### src/rtl/maze_walker_if.sv
// rtl/maze_walker_if.sv - map ROM, move handshake and status bundle for maze_walker
interface maze_walker_if;
    logic       start;
    logic       rom_en;
    logic [2:0] rom_addr;
    logic [8:0] rom_data;
    logic       move_valid;
    logic [1:0] move_dir;
    logic       move_ready;
    logic       move_done;
    logic       move_ok;
    logic [2:0] pos_x;
    logic [2:0] pos_y;
    logic       loaded;
    logic       at_goal;
    logic       err;

    // Walker side: consumes start/ROM data/moves, produces everything else.
    modport slave (
        input  start, rom_data, move_valid, move_dir,
        output rom_en, rom_addr, move_ready, move_done, move_ok,
               pos_x, pos_y, loaded, at_goal, err
    );

    // Controller / ROM side.
    modport master (
        output start, rom_data, move_valid, move_dir,
        input  rom_en, rom_addr, move_ready, move_done, move_ok,
               pos_x, pos_y, loaded, at_goal, err
    );
endinterface

### src/rtl/maze_walker.sv
// rtl/maze_walker.sv - loads an 8x8 maze from ROM and tracks player moves to the goal
module maze_walker #(
    parameter logic [2:0] START_X = 3'd0,
    parameter logic [2:0] START_Y = 3'd0,
    parameter logic [2:0] GOAL_X  = 3'd7,
    parameter logic [2:0] GOAL_Y  = 3'd7
) (
    input  logic         clk,
    input  logic         rst,
    maze_walker_if.slave bus
);

    typedef enum logic [2:0] {
        IDLE,
        LOAD,
        CHECK,
        PLAY,
        GOAL,
        ERR
    } state_t;

    state_t     state;
    logic [7:0] cells [8];     // cells[y][x], 1 = open

    // ROM has one cycle of latency: remember which row the data now on
    // rom_data belongs to.
    logic       cap_valid;
    logic [2:0] cap_row;

    logic       restart;
    logic       tgt_in;
    logic [2:0] tgt_x;
    logic [2:0] tgt_y;
    logic       tgt_ok;
    logic       tgt_goal;

    // Column 8 of each ROM row carries no maze information.
    logic       unused_rom_bit8;
    assign unused_rom_bit8 = bus.rom_data[8];

    // Start (re)loads from every state except while a load/check is in flight.
    always_comb begin
        restart = 1'b0;
        if (bus.start && (state == IDLE || state == PLAY || state == GOAL || state == ERR)) begin
            restart = 1'b1;
        end
    end

    // Target cell for the requested move; off-board targets are never open.
    always_comb begin
        tgt_x  = bus.pos_x;
        tgt_y  = bus.pos_y;
        tgt_in = 1'b0;
        case (bus.move_dir)
            2'b00: begin
                tgt_in = (bus.pos_y != 3'd0);
                tgt_y  = bus.pos_y - 3'd1;
            end
            2'b01: begin
                tgt_in = (bus.pos_y != 3'd7);
                tgt_y  = bus.pos_y + 3'd1;
            end
            2'b10: begin
                tgt_in = (bus.pos_x != 3'd0);
                tgt_x  = bus.pos_x - 3'd1;
            end
            default: begin
                tgt_in = (bus.pos_x != 3'd7);
                tgt_x  = bus.pos_x + 3'd1;
            end
        endcase
        tgt_ok   = tgt_in && cells[tgt_y][tgt_x];
        tgt_goal = (tgt_x == GOAL_X) && (tgt_y == GOAL_Y);
    end

    // Main controller: map load sequencing, start-cell check and move handling.
    always_ff @(posedge clk or posedge rst) begin
        if (rst) begin
            state          <= IDLE;
            bus.rom_en     <= 1'b0;
            bus.rom_addr   <= 3'd0;
            bus.move_ready <= 1'b0;
            bus.move_done  <= 1'b0;
            bus.move_ok    <= 1'b0;
            bus.pos_x      <= START_X;
            bus.pos_y      <= START_Y;
            bus.loaded     <= 1'b0;
            bus.at_goal    <= 1'b0;
            bus.err        <= 1'b0;
            cap_valid      <= 1'b0;
            cap_row        <= 3'd0;
            for (int r = 0; r < 8; r++) begin
                cells[r] <= 8'h00;
            end
        end else begin
            bus.move_done <= 1'b0;
            if (restart) begin
                state          <= LOAD;
                bus.rom_en     <= 1'b1;
                bus.rom_addr   <= 3'd0;
                cap_valid      <= 1'b0;
                bus.move_ready <= 1'b0;
                bus.move_ok    <= 1'b0;
                bus.loaded     <= 1'b0;
                bus.at_goal    <= 1'b0;
                bus.err        <= 1'b0;
            end else begin
                case (state)
                    LOAD: begin
                        if (bus.rom_en) begin
                            if (bus.rom_addr == 3'd7) begin
                                bus.rom_en <= 1'b0;
                            end else begin
                                bus.rom_addr <= bus.rom_addr + 3'd1;
                            end
                        end
                        cap_valid <= bus.rom_en;
                        cap_row   <= bus.rom_addr;
                        if (cap_valid) begin
                            cells[cap_row] <= bus.rom_data[7:0];
                            if (cap_row == 3'd7) begin
                                state <= CHECK;
                            end
                        end
                    end
                    CHECK: begin
                        bus.pos_x <= START_X;
                        bus.pos_y <= START_Y;
                        if (cells[START_Y][START_X]) begin
                            state          <= PLAY;
                            bus.loaded     <= 1'b1;
                            bus.move_ready <= 1'b1;
                            bus.at_goal    <= (START_X == GOAL_X) && (START_Y == GOAL_Y);
                        end else begin
                            state   <= ERR;
                            bus.err <= 1'b1;
                        end
                    end
                    PLAY: begin
                        if (bus.move_valid) begin
                            bus.move_done <= 1'b1;
                            bus.move_ok   <= tgt_ok;
                            if (tgt_ok) begin
                                bus.pos_x   <= tgt_x;
                                bus.pos_y   <= tgt_y;
                                bus.at_goal <= tgt_goal;
                                if (tgt_goal) begin
                                    state          <= GOAL;
                                    bus.move_ready <= 1'b0;
                                end
                            end
                        end
                    end
                    default: begin
                        // IDLE, GOAL and ERR only leave on start.
                    end
                endcase
            end
        end
    end

endmodule

### src/flat_wrapper.sv
// flat-port wrapper written by rule: the top's interface ports become plain ports
module maze_walker_flat 
#(
    parameter logic [2:0] START_X = 3'd0,
    parameter logic [2:0] START_Y = 3'd0,
    parameter logic [2:0] GOAL_X  = 3'd7,
    parameter logic [2:0] GOAL_Y  = 3'd7
)
  (clk, rst, bus_start, bus_rom_data, bus_move_valid, bus_move_dir, bus_rom_en, bus_rom_addr, bus_move_ready, bus_move_done, bus_move_ok, bus_pos_x, bus_pos_y, bus_loaded, bus_at_goal, bus_err);
  maze_walker_if bus_i ();
  input  logic clk;
  input  logic rst;
  input wire logic [$bits(bus_i.start)-1:0] bus_start;
  input wire logic [$bits(bus_i.rom_data)-1:0] bus_rom_data;
  input wire logic [$bits(bus_i.move_valid)-1:0] bus_move_valid;
  input wire logic [$bits(bus_i.move_dir)-1:0] bus_move_dir;
  output wire logic [$bits(bus_i.rom_en)-1:0] bus_rom_en;
  output wire logic [$bits(bus_i.rom_addr)-1:0] bus_rom_addr;
  output wire logic [$bits(bus_i.move_ready)-1:0] bus_move_ready;
  output wire logic [$bits(bus_i.move_done)-1:0] bus_move_done;
  output wire logic [$bits(bus_i.move_ok)-1:0] bus_move_ok;
  output wire logic [$bits(bus_i.pos_x)-1:0] bus_pos_x;
  output wire logic [$bits(bus_i.pos_y)-1:0] bus_pos_y;
  output wire logic [$bits(bus_i.loaded)-1:0] bus_loaded;
  output wire logic [$bits(bus_i.at_goal)-1:0] bus_at_goal;
  output wire logic [$bits(bus_i.err)-1:0] bus_err;
  assign bus_i.start = bus_start;
  assign bus_i.rom_data = bus_rom_data;
  assign bus_i.move_valid = bus_move_valid;
  assign bus_i.move_dir = bus_move_dir;
  assign bus_rom_en = bus_i.rom_en;
  assign bus_rom_addr = bus_i.rom_addr;
  assign bus_move_ready = bus_i.move_ready;
  assign bus_move_done = bus_i.move_done;
  assign bus_move_ok = bus_i.move_ok;
  assign bus_pos_x = bus_i.pos_x;
  assign bus_pos_y = bus_i.pos_y;
  assign bus_loaded = bus_i.loaded;
  assign bus_at_goal = bus_i.at_goal;
  assign bus_err = bus_i.err;
  maze_walker #(.START_X(START_X), .START_Y(START_Y), .GOAL_X(GOAL_X), .GOAL_Y(GOAL_Y)) u_core (.clk(clk), .rst(rst), .bus(bus_i));
endmodule
### config.mk
export PLATFORM = sky130hd
export DESIGN_NAME = maze_walker_flat
export DESIGN_NICKNAME = d
export VERILOG_FILES = /design/src/rtl/maze_walker_if.sv /design/src/rtl/maze_walker.sv /design/src/flat_wrapper.sv
export SDC_FILE = /design/constraint.sdc
export NUM_CORES = 1
export LEC_CHECK = 0
export ABC_AREA = 1
export BUFFER_PORTS_ARGS = -buffer_cell sky130_fd_sc_hd__buf_2
export CORE_MARGIN = 2
export CORE_UTILIZATION = 45
export DETAILED_ROUTE_END_ITERATION = 8
export SYNTH_ARGS = -nofsm -noshare
export SYNTH_HDL_FRONTEND = slang
export SYNTH_SLANG_ARGS = --single-unit
### constraint.sdc
create_clock -name clk -period 4.8 [get_ports clk]
set_clock_uncertainty 0.2 [all_clocks]
set_input_delay 0.96 -clock clk [delete_from_list [all_inputs] [get_ports clk]]
set_output_delay 0.96 -clock clk [all_outputs]
set_load 0.05 [all_outputs]
==> metrics.txt <==
Synth Register Bits between 80 and 90; most frequent CP cell nand3_1; met3 usage under 10%; Via Count 3564; met1 Use GR 32.3%; fraction of layout cells with a size suffix above 1 between 10% and 20%; Worst-Skew Late Latency between 300 and 400 ps; Diodes inserted 0; DR vias/cell between 5 and 6; share of flip-flops with an asynchronous set or reset 100%; Post-Syn Instances roughly 520; Overall Global Routing Usage 22.1%; First-pass DRT Iterations 5; worst hold path cell count 2; Power Total 3.04 mW; Setup Buffers After CTS 0; gr busiest metal met2; Yosys top cell area share around half; Pwr Density approximately 650 nW/um^2; Setup WS post-layout 1250 ps; Final Cycle Share 73.9%; type of the worst min-delay path register to register; post-synth top area cell dfrtp_1; largest net degree at the start of global routing 51; Core ar. around 9200 um^2; Critical path buffers and inverters 2; wire length per cell 15.6 um; Max transition margin between 40% and 50%; reg2reg path depth 14; crit path capture type register; CTS resizes 0; measured slew at the worst slew-check pin about 860 ps; Most used DFF post-synth dfrtp_1; synth top area cells dfrtp_1 51%, nand2_1 15%, nand3_1 8.4%, o21ai_0 6.6%, inv_1 3.3%; vias in the first global route around 3500; placed insts roughly 650; Nets approximately 570; gpl congestion between 0.7 and 0.8; critical path class primary input to register; Die Y-Extent between 100 and 150 um; DP Worst Slack 857 ps; CTS tree built; initial antenna violation count 0; io pins 31; Seq/Total Area, Yosys 51.0%; Ys Warns 0; setup violators final 0; highest clock rate around 280 MHz; first-pass GRT wire length 17600 um; Yosys cell types 32; Synth Cell Area between 4000 and 5000 um^2; Finished Layout Cells between 600 and 700; Iteration-0 DRC Markers between 200 and 250; commonest non-fill, non-tap cells in the layout 165 x nand2_1, 87 x dfrtp_1, 72 x nand3_1, 56 x o21ai_0, 36 x inv_1; gr ovfl total 0; Slew Viols, Final 0; LEAKAGE around 2.3 nW; clk slew on worst S/H paths roughly 90 ps; final hold slack between 200 and 300 ps; CTS Buf Count 9; minimum clock period 3550 ps; port bufs 29; Longest Clk Path Bufs 2; M2 GR Usage 34.6%; Post-synth EDFFs 0; Worst path top cell family by delay simple AND/OR/NAND/NOR gates; area of the die roughly 10000 um^2; status finished, final reports clean; final WL about 10000 um; Detail Route Antenna Nets 0; worst path cell trace buf_2 -> nor2_1 -> fa_1 -> o21ai_4 -> buf_4 -> nand3_1 -> nand3_1 -> nand3_1 -> nand3_1 -> nand3_1 -> nand3_2 -> nand2_1 -> nand2_2 -> nand2_1 -> o21ai_2; critical path arrival 3630 ps; max incr delay on CP approximately 480 ps; width of the die approximately 100 um; Crit path depth 15; drt drc 0; syn_nets ~540; Peak VDD IR approximately 220 uV; Worst Path Required 4890 ps; Sinks on Clock Net slightly below 90; crit-path max FO 12; average cell area after synthesis around 8 um^2; row count 35; CTS H-tree depth 3; Post-DP HPWL 6620 um; Slowest-stage cell, CP fa_1; CP startpoint kind primary input; commonest non-fill, non-tap cell in the layout nand2_1; Final Hold Vio Count 0; P&R area growth vs syn 10.0%; TNS Setup 0 ps; root buffer cell clkbuf_8; starting density of the core roughly 46%; max-cap check violation count 0; RSZ-0062 raised after global routing no; cts hold-fix bufs 0
area by class of cell:
class                      count  area [um^2]
fill                         920         4500
sequential                    87         2180
multi-input combinational    374         1810
timing repair buffer          34          183
inverter                      42          161
tap                          111          139
clock buffer                  10          138
clock inverter                 6         83.8
state kept, by name, summed over array words and instances, names as in the netlist, 3 cells and up:
register             cells
u_core.cap_row           3
u_core.bus.rom_addr      3
u_core.state             3
u_core.bus.pos_y         3
u_core.cells            64
u_core.bus.pos_x         3
cell families (layout without fill, tap and decap cells):
family	after synthesis	count (layout)	share of synthesized area [%]
flip-flops	87	87	51.0
adder cells (fa/ha/maj)	4	4	1.53
AND/OR/NAND/NOR	270	270	27.7
AO/OA/AOI/OAI	98	98	12.8
buffers and inverters	61	92	6.51
XOR/XNOR	2	2	0.411
stage by stage:
step | instance area [um^2] | util [%]
after CTS | 4690 | 51.0
final | 4690 | 51.0
after global placement | 4470 | 48.6
after detailed placement | 4470 | 48.6
after global routing | 4690 | 51.0
after floorplan | 4270 | -
report_power, final:
| group | switching [mW] | internal, mW |
|---|---|---|
| combinational | 0.835 | 0.405 |
| sequential | 0.196 | 1.03 |
| clock | 0.265 | 0.306 |
path summary, 6_finish.rpt:
check,startpoint,endpoint,slack [ps]
min reg2reg,u_core.bus.move_ready$_DFFE_PP0P_,u_core.bus.move_ready$_DFFE_PP0P_,280
max reg2reg,u_core.bus.pos_y[0]$_DFFE_PP0P_,u_core.bus.pos_y[2]$_DFFE_PP0P_,1610
min in group asynchronous,rst,u_core.cells[51]$_DFFE_PP0P_,530
max,bus_move_dir[1],u_core.bus.pos_y[2]$_DFFE_PP0P_,1250
min,u_core.bus.move_ready$_DFFE_PP0P_,u_core.bus.move_ready$_DFFE_PP0P_,280
max in group asynchronous,rst,u_core.cells[40]$_DFFE_PP0P_,2880
cells in the mapped netlist (3+ instances only):
library cell	instances
buf_4	3
o21ai_1	23
o21ai_0	56
inv_2	4
nand3_1	72
nand2_2	7
clkbuf_1	8
buf_6	4
inv_1	37
nand4_1	9
buf_2	4
o21ai_2	6
nand2_1	165
a21oi_1	4
nor2_1	9
dfrtp_1	87
tightest hold or removal path: cells and delay by family (launching register included):
family | cells | cell delay (ps)
DFF | 1 | 350
and+or+nand+nor | 2 | 100
layer usage:
| layer | share of wire (%) | routed length, um |
|---|---|---|
| met1 | 48 | 4980 |
| met2 | 46 | 4810 |
| met3 | 4.0 | 419 |
| met4 | 1.6 | 163 |
| met5 | 0 | 0 |
Note: power is estimated with default switching activity, not from simulation.
